### src/rtl/avalon_streaming_arbiter.sv
// Packet-locked round-robin arbiter merging NUM_IN Avalon-ST sinks onto one registered
// Avalon-ST source; aso_channel reports which input supplied each beat.
module avalon_streaming_arbiter #(
    parameter int NUM_IN     = 4,
    parameter int DATA_WIDTH = 8,
    localparam int CH_WIDTH  = (NUM_IN > 1) ? $clog2(NUM_IN) : 1
) (
    input  logic                           clk,
    input  logic                           reset,
    input  logic [NUM_IN-1:0]              asi_valid,
    input  logic [NUM_IN*DATA_WIDTH-1:0]   asi_data,
    input  logic [NUM_IN-1:0]              asi_endofpacket,
    output logic [NUM_IN-1:0]              asi_ready,
    output logic                           aso_valid,
    output logic [DATA_WIDTH-1:0]          aso_data,
    output logic                           aso_endofpacket,
    output logic [CH_WIDTH-1:0]            aso_channel,
    input  logic                           aso_ready
);

    typedef enum logic [0:0] {
        ST_IDLE   = 1'b0,
        ST_LOCKED = 1'b1
    } state_t;

    state_t                state_r;
    logic [CH_WIDTH-1:0]   grant_r;
    logic [CH_WIDTH-1:0]   rr_ptr_r;

    logic                  pick_found_s;
    logic [CH_WIDTH-1:0]   pick_idx_s;
    logic                  out_free_s;
    logic                  accept_s;
    logic [DATA_WIDTH-1:0] beat_data_s;
    logic                  beat_eop_s;

    // (base + offset) modulo NUM_IN, for offset in 0..NUM_IN
    function automatic logic [CH_WIDTH-1:0] wrap_index(input logic [CH_WIDTH-1:0] base,
                                                       input int unsigned offset);
        int unsigned sum_v;
        sum_v = 32'(base) + offset;
        if (sum_v >= 32'(NUM_IN)) begin
            sum_v = sum_v - 32'(NUM_IN);
        end else begin
            sum_v = sum_v;
        end
        return CH_WIDTH'(sum_v);
    endfunction

    // Round-robin search starting at rr_ptr for the first requesting input
    always_comb begin
        pick_found_s = 1'b0;
        pick_idx_s   = rr_ptr_r;
        for (int unsigned k = 0; k < 32'(NUM_IN); k++) begin
            if (!pick_found_s && asi_valid[wrap_index(rr_ptr_r, k)]) begin
                pick_found_s = 1'b1;
                pick_idx_s   = wrap_index(rr_ptr_r, k);
            end else begin
                pick_idx_s   = pick_idx_s;
            end
        end
    end

    // Only the locked owner sees ready, and only while the output register can take a beat
    always_comb begin
        asi_ready  = '0;
        out_free_s = !aso_valid || aso_ready;
        if (state_r == ST_LOCKED) begin
            asi_ready[grant_r] = out_free_s;
        end else begin
            asi_ready = '0;
        end
        accept_s    = (state_r == ST_LOCKED) && asi_valid[grant_r] && out_free_s;
        beat_data_s = asi_data[32'(grant_r) * DATA_WIDTH +: DATA_WIDTH];
        beat_eop_s  = asi_endofpacket[grant_r];
    end

    // Arbitration FSM and the one-beat output register
    always_ff @(posedge clk or negedge reset) begin
        if (!reset) begin
            state_r         <= ST_IDLE;
            grant_r         <= '0;
            rr_ptr_r        <= '0;
            aso_valid       <= 1'b0;
            aso_data        <= '0;
            aso_endofpacket <= 1'b0;
            aso_channel     <= '0;
        end else begin
            case (state_r)
                ST_IDLE: begin
                    if (pick_found_s) begin
                        grant_r <= pick_idx_s;
                        state_r <= ST_LOCKED;
                    end else begin
                        state_r <= ST_IDLE;
                    end
                end
                ST_LOCKED: begin
                    if (accept_s && beat_eop_s) begin
                        state_r  <= ST_IDLE;
                        rr_ptr_r <= wrap_index(grant_r, 32'd1);
                    end else begin
                        state_r  <= ST_LOCKED;
                    end
                end
                default: begin
                    state_r <= ST_IDLE;
                end
            endcase

            // A new beat overwrites a draining one, so a packet streams at one beat per cycle
            if (accept_s) begin
                aso_valid       <= 1'b1;
                aso_data        <= beat_data_s;
                aso_endofpacket <= beat_eop_s;
                aso_channel     <= grant_r;
            end else if (aso_valid && aso_ready) begin
                aso_valid       <= 1'b0;
            end else begin
                aso_valid       <= aso_valid;
            end
        end
    end

endmodule

### config.mk
export PLATFORM = sky130hd
export DESIGN_NAME = avalon_streaming_arbiter
export DESIGN_NICKNAME = d
export VERILOG_FILES = /design/src/rtl/avalon_streaming_arbiter.sv
export SDC_FILE = /design/constraint.sdc
export NUM_CORES = 1
export LEC_CHECK = 0
export CAP_MARGIN = 25
export CORE_AREA = 3 3 65 52
export DETAILED_ROUTE_END_ITERATION = 10
export DIE_AREA = 0 0 68 55
export PLACE_DENSITY = 0.84
export SYNTH_ARGS = -nofsm -noshare
export SYNTH_HDL_FRONTEND = slang
export SYNTH_SLANG_ARGS = --single-unit
### constraint.sdc
create_clock -name clk -period 4.6 [get_ports clk]
set_input_delay 1.38 -clock clk [delete_from_list [all_inputs] [get_ports clk]]
set_output_delay 1.38 -clock clk [all_outputs]
set_load 0.02 [all_outputs]
==> impl_metrics.env <==
export IMPL_status="complete, no violations"
export IMPL_hold_buffers=0
export IMPL_hold_viol=0
export IMPL_use_met1_pct=20.20
export IMPL_cts_made_buffers=3
export IMPL_grt_pass1_vias=865
export IMPL_p_sw_share_pct=38.25
export IMPL_cts_resized=0
export IMPL_drt_initial_drc_count=21
export IMPL_skew_ns=0.004274
export IMPL_grt_pass1_wl_um=4257
export IMPL_postRouteAntennaNets=0
export IMPL_power_uw=1063
export IMPL_crit_top_cell="clkdlybuf4s50_1"
export IMPL_post_cts_setup_buffer_count=0
export IMPL_antenna_found_initial=0
export IMPL_ys_async_sr_fraction_pct=100.0
export IMPL_initial_utilization_pct=40.04
export IMPL_worst_setup_path_start_kind="input pin"
export IMPL_synthCells=89
export IMPL_synth_top_family_by_area="multiplexers"
export IMPL_io_pins=59
export IMPL_rows=17
export IMPL_syn_area_sq_mm=0.001141
export IMPL_yosys_area_share_simple_pct=10.20
export IMPL_crit_path_top_delay_cell="clkdlybuf4s50_1"
export IMPL_timing_final_crit_share_pct=92.86
export IMPL_fin_ws_ns=0.3284
export IMPL_max_cap_violations=0
export IMPL_rsz0062_at_grt="no"
export IMPL_yosys_top_cells_count="dfrtp_1 (17), mux2_4 (7), mux4_2 (7), nand2_1 (7), a21oi_1 (6)"
export IMPL_core_sq_mm=0.002850
export IMPL_p_sw_uw=406.6
export IMPL_first_pass_iters=4
export IMPL_p_per_area_mw_per_mm2=600.4
export IMPL_critPathKind="input pin to primary output"
export IMPL_critPathBufInv=2
export IMPL_drt_total_wl_um=2961
export IMPL_die_h_um=55
export IMPL_overflow=0
export IMPL_die_area_sq_mm=0.003740
export IMPL_synth_adder_area_share_pct=4.386
export IMPL_cts_max_path_buffers=2
export IMPL_fmax_mhz=234.1
export IMPL_track_usage_pct=15.75
export IMPL_syn_nets=136
export IMPL_ir_drop_mv=0.3376
export IMPL_sequentialPowerShare_pct=29.5
export IMPL_cts_sinks=17
export IMPL_htree_levels=1
export IMPL_synth_most_common_cell="dfrtp_1"
export IMPL_power_share_clock_pct=10.3
export IMPL_cp_required_ns=3.22
export IMPL_drive_above_1_share_pct=14.97
export IMPL_use_met3_pct=3.636
export IMPL_dp_hpwl_um=2420
export IMPL_clkLatencyLatePin_ns=0.25
export IMPL_synth_area_mux_share_pct=35.53
export IMPL_gp_congestion=0.7912
export IMPL_top_usage_layer="met2"
export IMPL_min_period_ns=4.272
export IMPL_synth_xor_area_share_pct=0
export IMPL_synth_compound_area_share_pct=6.798
export IMPL_root_buffer="clkbuf_8"
export IMPL_syn_to_final_growth_pct=55.15
export IMPL_routed_via_density=5.092
export IMPL_setup_violations=0
export IMPL_grt_max_degree=18
export IMPL_tightestPinTransition_ns=0.7381
export IMPL_cp_end_kind="primary output"
export IMPL_path_max_fanout=8
export IMPL_clk_pin_slew_worst_paths_ns=0.06
export IMPL_yosys_top_cells_area="dfrtp_1 (37%), mux4_2 (14%), mux2_4 (9.2%), mux4_1 (6.9%), ha_1 (4.4%)"
export IMPL_ys_flop_type="dfrtp_1"
export IMPL_p_int_uw=656.3
export IMPL_synth_distinct_cells=26
export IMPL_cpLargestDelayFamily="buffers and inverters"
export IMPL_hold_class="flop to flop"
export IMPL_crit_chain="clkdlybuf4s50_1, nand2b_1, and3_1, clkdlybuf4s50_1"
export IMPL_arrival_ns=2.89
export IMPL_fillers=229
export IMPL_drc=0
export IMPL_maxSlewHeadroom_pct=50.64
export IMPL_syn_avg_cell_area_sq_um=12.82
export IMPL_synth_top_area_share_pct=37.28
export IMPL_diodes=0
export IMPL_wire_per_inst_um=16.01
export IMPL_pre_cts_ws_ns=0.3389
export IMPL_slowest_delay_ns=0.61
export IMPL_die_x_um=68
export IMPL_drv_slew=0
export IMPL_synth_edff_count=0
export IMPL_comb_power_share_pct=60.2
export IMPL_finalSetupTns_ns=0
export IMPL_yosys_area_top_type="dfrtp_1"
export IMPL_cts_tree="done"
export IMPL_yosysWarnings=0
export IMPL_grt_use_met2_pct=26.56
export IMPL_ys_seq_area_share_pct=37.28
export IMPL_ys_seq_elements=17
export IMPL_io_buffers=58
export IMPL_leakage_uw=0.0007616
export IMPL_fin_nets=195
export IMPL_num_vias=942
layer usage:
| metal | up-vias | routed length [um] |
|---|---|---|
| li1 | 449 | - |
| met1 | 471 | 1178 |
| met2 | 17 | 1645 |
| met3 | 5 | 96 |
| met4 | 0 | 40 |
| met5 | - | 0 |
cells in the final DEF, fill, tap and decap left out, drive strengths merged:
cell	Yosys	layout
and3	4	4
nand2b	3	3
nor3	1	1
buf	5	1
mux4	10	10
dfrtp	17	17
inv	4	4
nor2	2	2
nor2b	2	2
clkdlybuf4s50	0	58
a21oi	6	6
and2	1	1
o221ai	1	1
nand3	2	2
o22ai	1	1
clkbuf	0	4
o21ai	5	5
mux2	10	10
a21o	1	1
nand2	7	7
ha	4	4
mux2i	3	3
stage by stage:
step	hold slack [ns]	utilization (%)	cells	area, sq um
detailed placement	0.4746	60.54	181	1725
global route	0.5199	62.12	185	1770
global placement	0.4651	60.54	181	1725
floorplan	0.5346	-	89	1141
finish	0.4853	62.12	185	1770
CTS	0.4876	62.12	185	1770
power by group through the flow:
stage	logic, uW	clock network, uW	registers [uW]
6_report	640	110	313
5_1_grt	684	120	325
3_5_place_dp	644	0	315
2_1_floorplan	401	0	340
4_1_cts	646	112	313
3_3_place_gp	629	0	307
layout make-up:
| type | instances | area (sq um) | area share, % |
|---|---|---|---|
| inverters | 4 | 15.01 | 0.8481 |
| repair buffers | 59 | 588.1 | 33.22 |
| flip-flops and latches | 17 | 425.4 | 24.03 |
| clock buffers | 4 | 45.04 | 2.544 |
| well taps | 38 | 47.55 | 2.686 |
| multi-input cells | 63 | 649.4 | 36.68 |
sequential cells by signal, summed over array words and instances (netlist names):
name,flops
rr_ptr_r,2
state_r,1
aso_endofpacket,1
grant_r,2
aso_channel,2
aso_valid,1
aso_data,8
cells by family (layout without fill, tap and decap cells):
group / Yosys count / count (layout)
buffers and inverters: 9 / 67
AOI/OAI and AO/OA: 14 / 14
DFF: 17 / 17
and+or+nand+nor: 22 / 22
muxes: 23 / 23
adders and majority gates: 4 / 4
final timing paths:
| kind | start | to | slack [ns] | depth (start not counted) |
|---|---|---|---|---|
| worst max-delay path | aso_ready | asi_ready[2] | 0.33 | 4 |
| worst min-delay path | aso_channel[0]$_DFFE_PN0P_ | aso_channel[0]$_DFFE_PN0P_ | 0.49 | 2 |
| worst max register to register | grant_r[0]$_DFFE_PN0P_ | aso_data[3]$_DFFE_PN0P_ | 2.42 | 4 |
| worst min register to register | aso_channel[0]$_DFFE_PN0P_ | aso_channel[0]$_DFFE_PN0P_ | 0.49 | 2 |
| max in group asynchronous | reset | aso_data[2]$_DFFE_PN0P_ | 2.57 | 1 |
| min in group asynchronous | reset | aso_data[1]$_DFFE_PN0P_ | 1.56 | 1 |
worst min-delay path, cell delays in order (launching register included):
cell	delay, ns
dfrtp_1	0.34
nand2_1	0.04
o21ai_0	0.07
(Power assumes the default switching activity.)
